==> config.mk <==
export PLATFORM = sky130hd
export DESIGN_NAME = serial_word_loader
export DESIGN_NICKNAME = d
export VERILOG_FILES = /design/src/rtl/serial_word_loader.sv
export SDC_FILE = /design/constraint.sdc
export NUM_CORES = 1
export LEC_CHECK = 0
export ABC_AREA = 1
export ABC_CLOCK_PERIOD_IN_PS = 1700
export CAP_MARGIN = 10
export CORE_ASPECT_RATIO = 0.8
export CORE_MARGIN = 2
export CORE_UTILIZATION = 54
export CTS_BUF_LIST = sky130_fd_sc_hd__clkbuf_4 sky130_fd_sc_hd__clkbuf_8
export DETAILED_ROUTE_END_ITERATION = 7
export HOLD_SLACK_MARGIN = 0.03
export PLACE_DENSITY = 0.8
export SLEW_MARGIN = 20
export SYNTH_ARGS = -nofsm -noshare
export SYNTH_HDL_FRONTEND = slang
export SYNTH_SLANG_ARGS = --single-unit
==> constraint.sdc <==
create_clock -name clk -period 1.7 [get_ports clk]
set_input_delay 0.34 -clock clk [delete_from_list [all_inputs] [get_ports clk]]
set_output_delay 0.34 -clock clk [all_outputs]
set_load 0.01 [all_outputs]
==> src/rtl/serial_word_loader.sv <==
// Bit-serial to parallel word loader driving the D/wen port of a downstream register.
// A word is assembled from WIDTH accepted bits, then presented on d_out with a one-cycle wen.
module serial_word_loader #(
    parameter int WIDTH     = 8,
    parameter bit MSB_FIRST = 1'b1,
    parameter int CNT_W     = 16
) (
    input  logic             clk,
    input  logic             rst,
    input  logic             s_valid,
    input  logic             s_bit,
    output logic             s_ready,
    input  logic             abort,
    output logic [WIDTH-1:0] d_out,
    output logic             wen,
    output logic             busy,
    output logic [CNT_W-1:0] word_count
);

    localparam int CW = $clog2(WIDTH + 1);
    localparam logic [CW-1:0] CNT_LAST = CW'(WIDTH - 1);

    localparam logic [1:0] S_IDLE   = 2'd0;
    localparam logic [1:0] S_SHIFT  = 2'd1;
    localparam logic [1:0] S_COMMIT = 2'd2;

    logic [1:0]       state;
    logic [WIDTH-1:0] sr;
    logic [WIDTH-1:0] sr_next;
    logic [CW-1:0]    cnt;
    logic             accept;

    generate
        if (WIDTH == 1) begin : g_w1
            assign sr_next = s_bit;
        end else if (MSB_FIRST) begin : g_msb
            assign sr_next = {sr[WIDTH-2:0], s_bit};
        end else begin : g_lsb
            assign sr_next = {s_bit, sr[WIDTH-1:1]};
        end
    endgenerate

    assign s_ready = (state != S_COMMIT);
    assign accept  = s_valid && s_ready;
    assign wen     = (state == S_COMMIT);
    assign busy    = (state == S_SHIFT);

    // d_out and word_count only move on the edge that enters COMMIT, so the
    // downstream register never observes a partially assembled word.
    always_ff @(posedge clk or posedge rst) begin
        if (rst) begin
            state      <= S_IDLE;
            sr         <= '0;
            d_out      <= '0;
            cnt        <= '0;
            word_count <= '0;
        end else begin
            case (state)
                S_IDLE: begin
                    if (abort) begin
                        cnt <= '0;
                    end else if (accept) begin
                        sr  <= sr_next;
                        cnt <= CW'(1);
                        if (WIDTH == 1) begin
                            state      <= S_COMMIT;
                            d_out      <= sr_next;
                            word_count <= word_count + CNT_W'(1);
                        end else begin
                            state <= S_SHIFT;
                        end
                    end
                end
                S_SHIFT: begin
                    if (abort) begin
                        cnt   <= '0;
                        state <= S_IDLE;
                    end else if (accept) begin
                        sr  <= sr_next;
                        cnt <= cnt + CW'(1);
                        if (cnt == CNT_LAST) begin
                            state      <= S_COMMIT;
                            d_out      <= sr_next;
                            word_count <= word_count + CNT_W'(1);
                        end
                    end
                end
                S_COMMIT: begin
                    cnt   <= '0;
                    state <= S_IDLE;
                end
                default: begin
                    cnt   <= '0;
                    state <= S_IDLE;
                end
            endcase
        end
    end

endmodule

Word-level counts from Yosys, hierarchy flattened
Cells that the tools add are included.

word-level totals
  flip-flop bits (word level) = 37
  logic and storage cells = 35
  output and inout bits = 27
  input bits = 5

operators by class
  bitwise gates (word level) = 1
  equal/unequal tests = 9
  reduce and logical (&&, ||, !) cells = 7
  add/sub/neg operators = 2
  mux-type cells = 11

operators by type and width
  cell                                                                      count
  16-bit by 1-bit adder with 16-bit output (second input constant)          1
  4-bit two-way mux                                                         4
  2-bit two-way mux                                                         5
  4-bit case mux with 2 select lines                                        1
  4-bit AND reduction                                                       2
  2-bit inequality test (second input constant)                             3
  3-bit by 2-bit inequality test with 1-bit output (second input constant)  2
  4-bit by 1-bit adder with 4-bit output (second input constant)            1
  4-bit by 3-bit == test with 1-bit output (second input constant)          1
  2-bit case mux with 2 select lines                                        1
  3-bit inequality test (second input constant)                             1
  3-bit AND reduction                                                       1
  2-bit by 1-bit == test with 1-bit output (second input constant)          1
  2-bit == test (second input constant)                                     1
  2-bit zero test                                                           1
  2-bit AND reduction                                                       1
  2-bit OR reduction                                                        1
  1-bit logical AND                                                         1
  1-bit NOT                                                                 1

Depth between registers and ports, before layout
  depth in word-level cells = 5
  gate-level depth with buffers = 9
  depth with buffers taken out = 8

Worst setup path before layout
OpenSTA, ideal clock, no wires.

  kind = flip-flop to flip-flop
  start point = register word_count[0]
  end point = register word_count[12]
  path slack = 363 ps
  cell stages (with the launch flop) = 9
  period minus slack after synthesis = 1337 ps
  data required time = 1583 ps
  setup time = 117 ps
  path buffers = 0
  data arrival time = 1220 ps
  cells stage by stage = dfrtp_1 > ha_1 > nand2_1 > inv_1 > nand2_1 > nor2_2 > nand3_1 > nand2_1 > nand2_1

on the way
  longest elaborated chain between the ends = 1

ends and longest elaborated chain
  element                                   RTL line  text
  from (decl)                               17        output logic [CNT_W-1:0] word_count
  from (signal assigned)                    68        word_count <= word_count + CNT_W'(1);
  from (signal assigned)                    84        word_count <= word_count + CNT_W'(1);
  16-bit by 1-bit adder with 16-bit output  84

Every way passes these cells.
A chain may end at the register's enable or synchronous reset.

Final worst setup path
  start point = register word_count[0]
  end point = output word_count[0]

No word-level cell between the ends.

==> metrics.txt <==
Vias/cell 4.84; crit path setup slack, layout 0.0458 ns; Post-synth ARST share 1.00; Max-slew headroom 0.787; Setup WS pre-CTS -0.0386 ns; CP Depth 1; Worst-Margin Slew 0.320 ns; DIE AREA 3940 um^2; wire per inst 11.4 um; io pins 32; Post-Syn Area 1860 um^2; FF+latch count, synth 37; DR DRC count 0; RSZ-0062 raised after global routing no; TritonRoute pass-1 iters 4; Core ar. 3380 um^2; Crit path max-delay family buffers and inverters; Fmax 605 MHz; WL final 3480 um; 1st-iter DRT viols 120; syn avg cell area 8.55 um^2; Critical Path End word_count[0]; row count 19; Pins Over Slew Limit 0; Final Hold Vio Count 0; total power 1.66 mW; Critical R2R Capture word_count[0]; Crit. Startpoint word_count[0]; prevailing post-synth register cell dfrtp_1; count leader, synth nand2_1; clock root buffer clkbuf_8; Detail Route Antenna Nets 0; Die X 69.7 um; Crit path required time 1.36 ns; CTS clk-pin slew, worst paths 0.07 ns; CTS Buf Count 5; min cycle time layout 1.65 ns; EDFF count, synth 0; CP Capture Type output pin; final setup violation count 0; synth-to-layout area growth 27.3%; grt ovf 0; fin crit share 0.973; vias in the first global route 1355; max incr delay on CP 0.57 ns; Cell variety after synth 29; peak supply drop 590 uV; Sum Neg Setup Slack 0 ns; Syn Inst Count 218; CP max stage cell clkdlybuf4s50_1; MaxCap Viol Count 0; worst hold path class in2async; largest net degree at the start of global routing 38; Synth area leader dfrtp_1; outcome finished, final reports clean; die height 56.5 um; PwrDens 701 nW/um^2; number of clock sinks 37; ANT cells 0; fraction of layout instances using a drive strength above 1 0.170; GRT Total Usage 0.201; Crit Path Category reg2out; crit-path cells clkdlybuf4s50_1; Synth area leaders dfrtp_1, nand2_1, inv_1; final setup skew 0.00514 ns; Post-synth top cells nand2_1, dfrtp_1, inv_1; Crit Path Max Fanout 4; crit path launch type flop; Max clock buf depth 2; Synthesized Nets 225; WP data arrival 1.31 ns; Final GP Congestion 0.814; global-route wire length before repair 6240 um; dpl hpwl 2560 um; sequential fraction of the synthesis area 0.497; launch point of the worst reg-to-reg path state[1]; CTS Hold Bufs 0; Nets 270; worst path buffer plus inverter count 1; CTS tree yes; worst reg-to-reg setup slack 0.15 ns; Initial Utilization 0.552; htree depth 2; worst reg2reg path depth 6; PortBufs 31; via count 1482; antenna violations before repair 0; P_leak 1.17 nW; synth warn 0; top cell type's share of synthesized area 0.497; clk_lat worst skew 0.28 ns
==> how the worst min path moves through the flow <==
stage / start / endpoint / slack [ns]
final: rst / sr[0] / 0.42
after global routing: rst / d_out[7] / 0.44
after CTS: rst / d_out[1] / 0.44
after detailed placement: d_out[5] / d_out[5] / 0.47
after global placement: d_out[6] / d_out[6] / 0.46
after floorplan: sr[6] / d_out[7] / 0.44
==> layout make-up <==
class                      instances  area, um^2
tap                               42        52.6
multi-input combinational        144         771
sequential                        37         930
inverter                          32         120
clock buffer                       6        76.3
fill                             285        1000
clock inverter                     2        10.0
timing repair buffer              43         413
==> power by group <==
part | leakage (nW) | total, mW | internal, mW | switching (mW)
clock | 0.0484 | 0.596 | 0.300 | 0.296
sequential | 0.498 | 0.939 | 0.917 | 0.0223
combinational | 0.628 | 0.128 | 0.0529 | 0.0751
total | 1.17 | 1.66 | 1.27 | 0.394
==> placed cells by master, fill, tap and decap left out, drive strengths merged, types with 6 or more instances in the layout <==
master,netlist,layout
nand2,74,74
dfrtp,37,37
inv,32,32
clkdlybuf4s50,0,28
o21ai,17,17
nor2,16,16
buf,5,12
nand4,10,10
nand3,10,10
clkbuf,0,6
==> per-layer routing <==
layer | vias to the layer above | track usage | part of all wire
met5 | - | 0 | 0
met4 | 0 | 0.0577 | 0.010
met3 | 4 | 0.0503 | 0.042
met2 | 28 | 0.305 | 0.43
met1 | 675 | 0.290 | 0.52
li1 | 775 | - | -
==> per-stage QoR <==
step	area (um^2)	hold slack, ns	util	instances
2_1_floorplan	1860	0.443	-	218
3_3_place_gp	2260	0.460	0.669	295
3_5_place_dp	2260	0.472	0.669	295
4_1_cts	2370	0.436	0.701	306
5_1_grt	2370	0.443	0.703	306
6_report	2370	0.420	0.703	306
==> registers in the layout, indices dropped and copies added (netlist names) <==
register	flops
word_count	16
cnt	4
state	2
sr	7
d_out	8
==> what timing repair did <==
item                                    in CTS  in global routing
endpoints found under the setup margin       3                  3
cloned                                       0                  0
gates resized for setup                      3                  3
buffers inserted                             3                  0
==> logic make-up after synthesis <==
kind of cell               share of synthesized area
and+or+nand+nor                                0.296
buffers and inverters                         0.0893
DFF                                            0.497
AOI/OAI and AO/OA                             0.0752
xor gates and xnor gates                      0.0228
adders and majority gates                     0.0134
muxes                                        0.00604
==> worst register-to-register path: cells and delay by family (launching register included) <==
kind / cells / cell delay, ns
and+or+nand+nor: 3 / 0.59
DFF: 1 / 0.44
buffers and inverters: 2 / 0.35
xor gates and xnor gates: 1 / 0.12
Power figures use the tool's default switching activity.
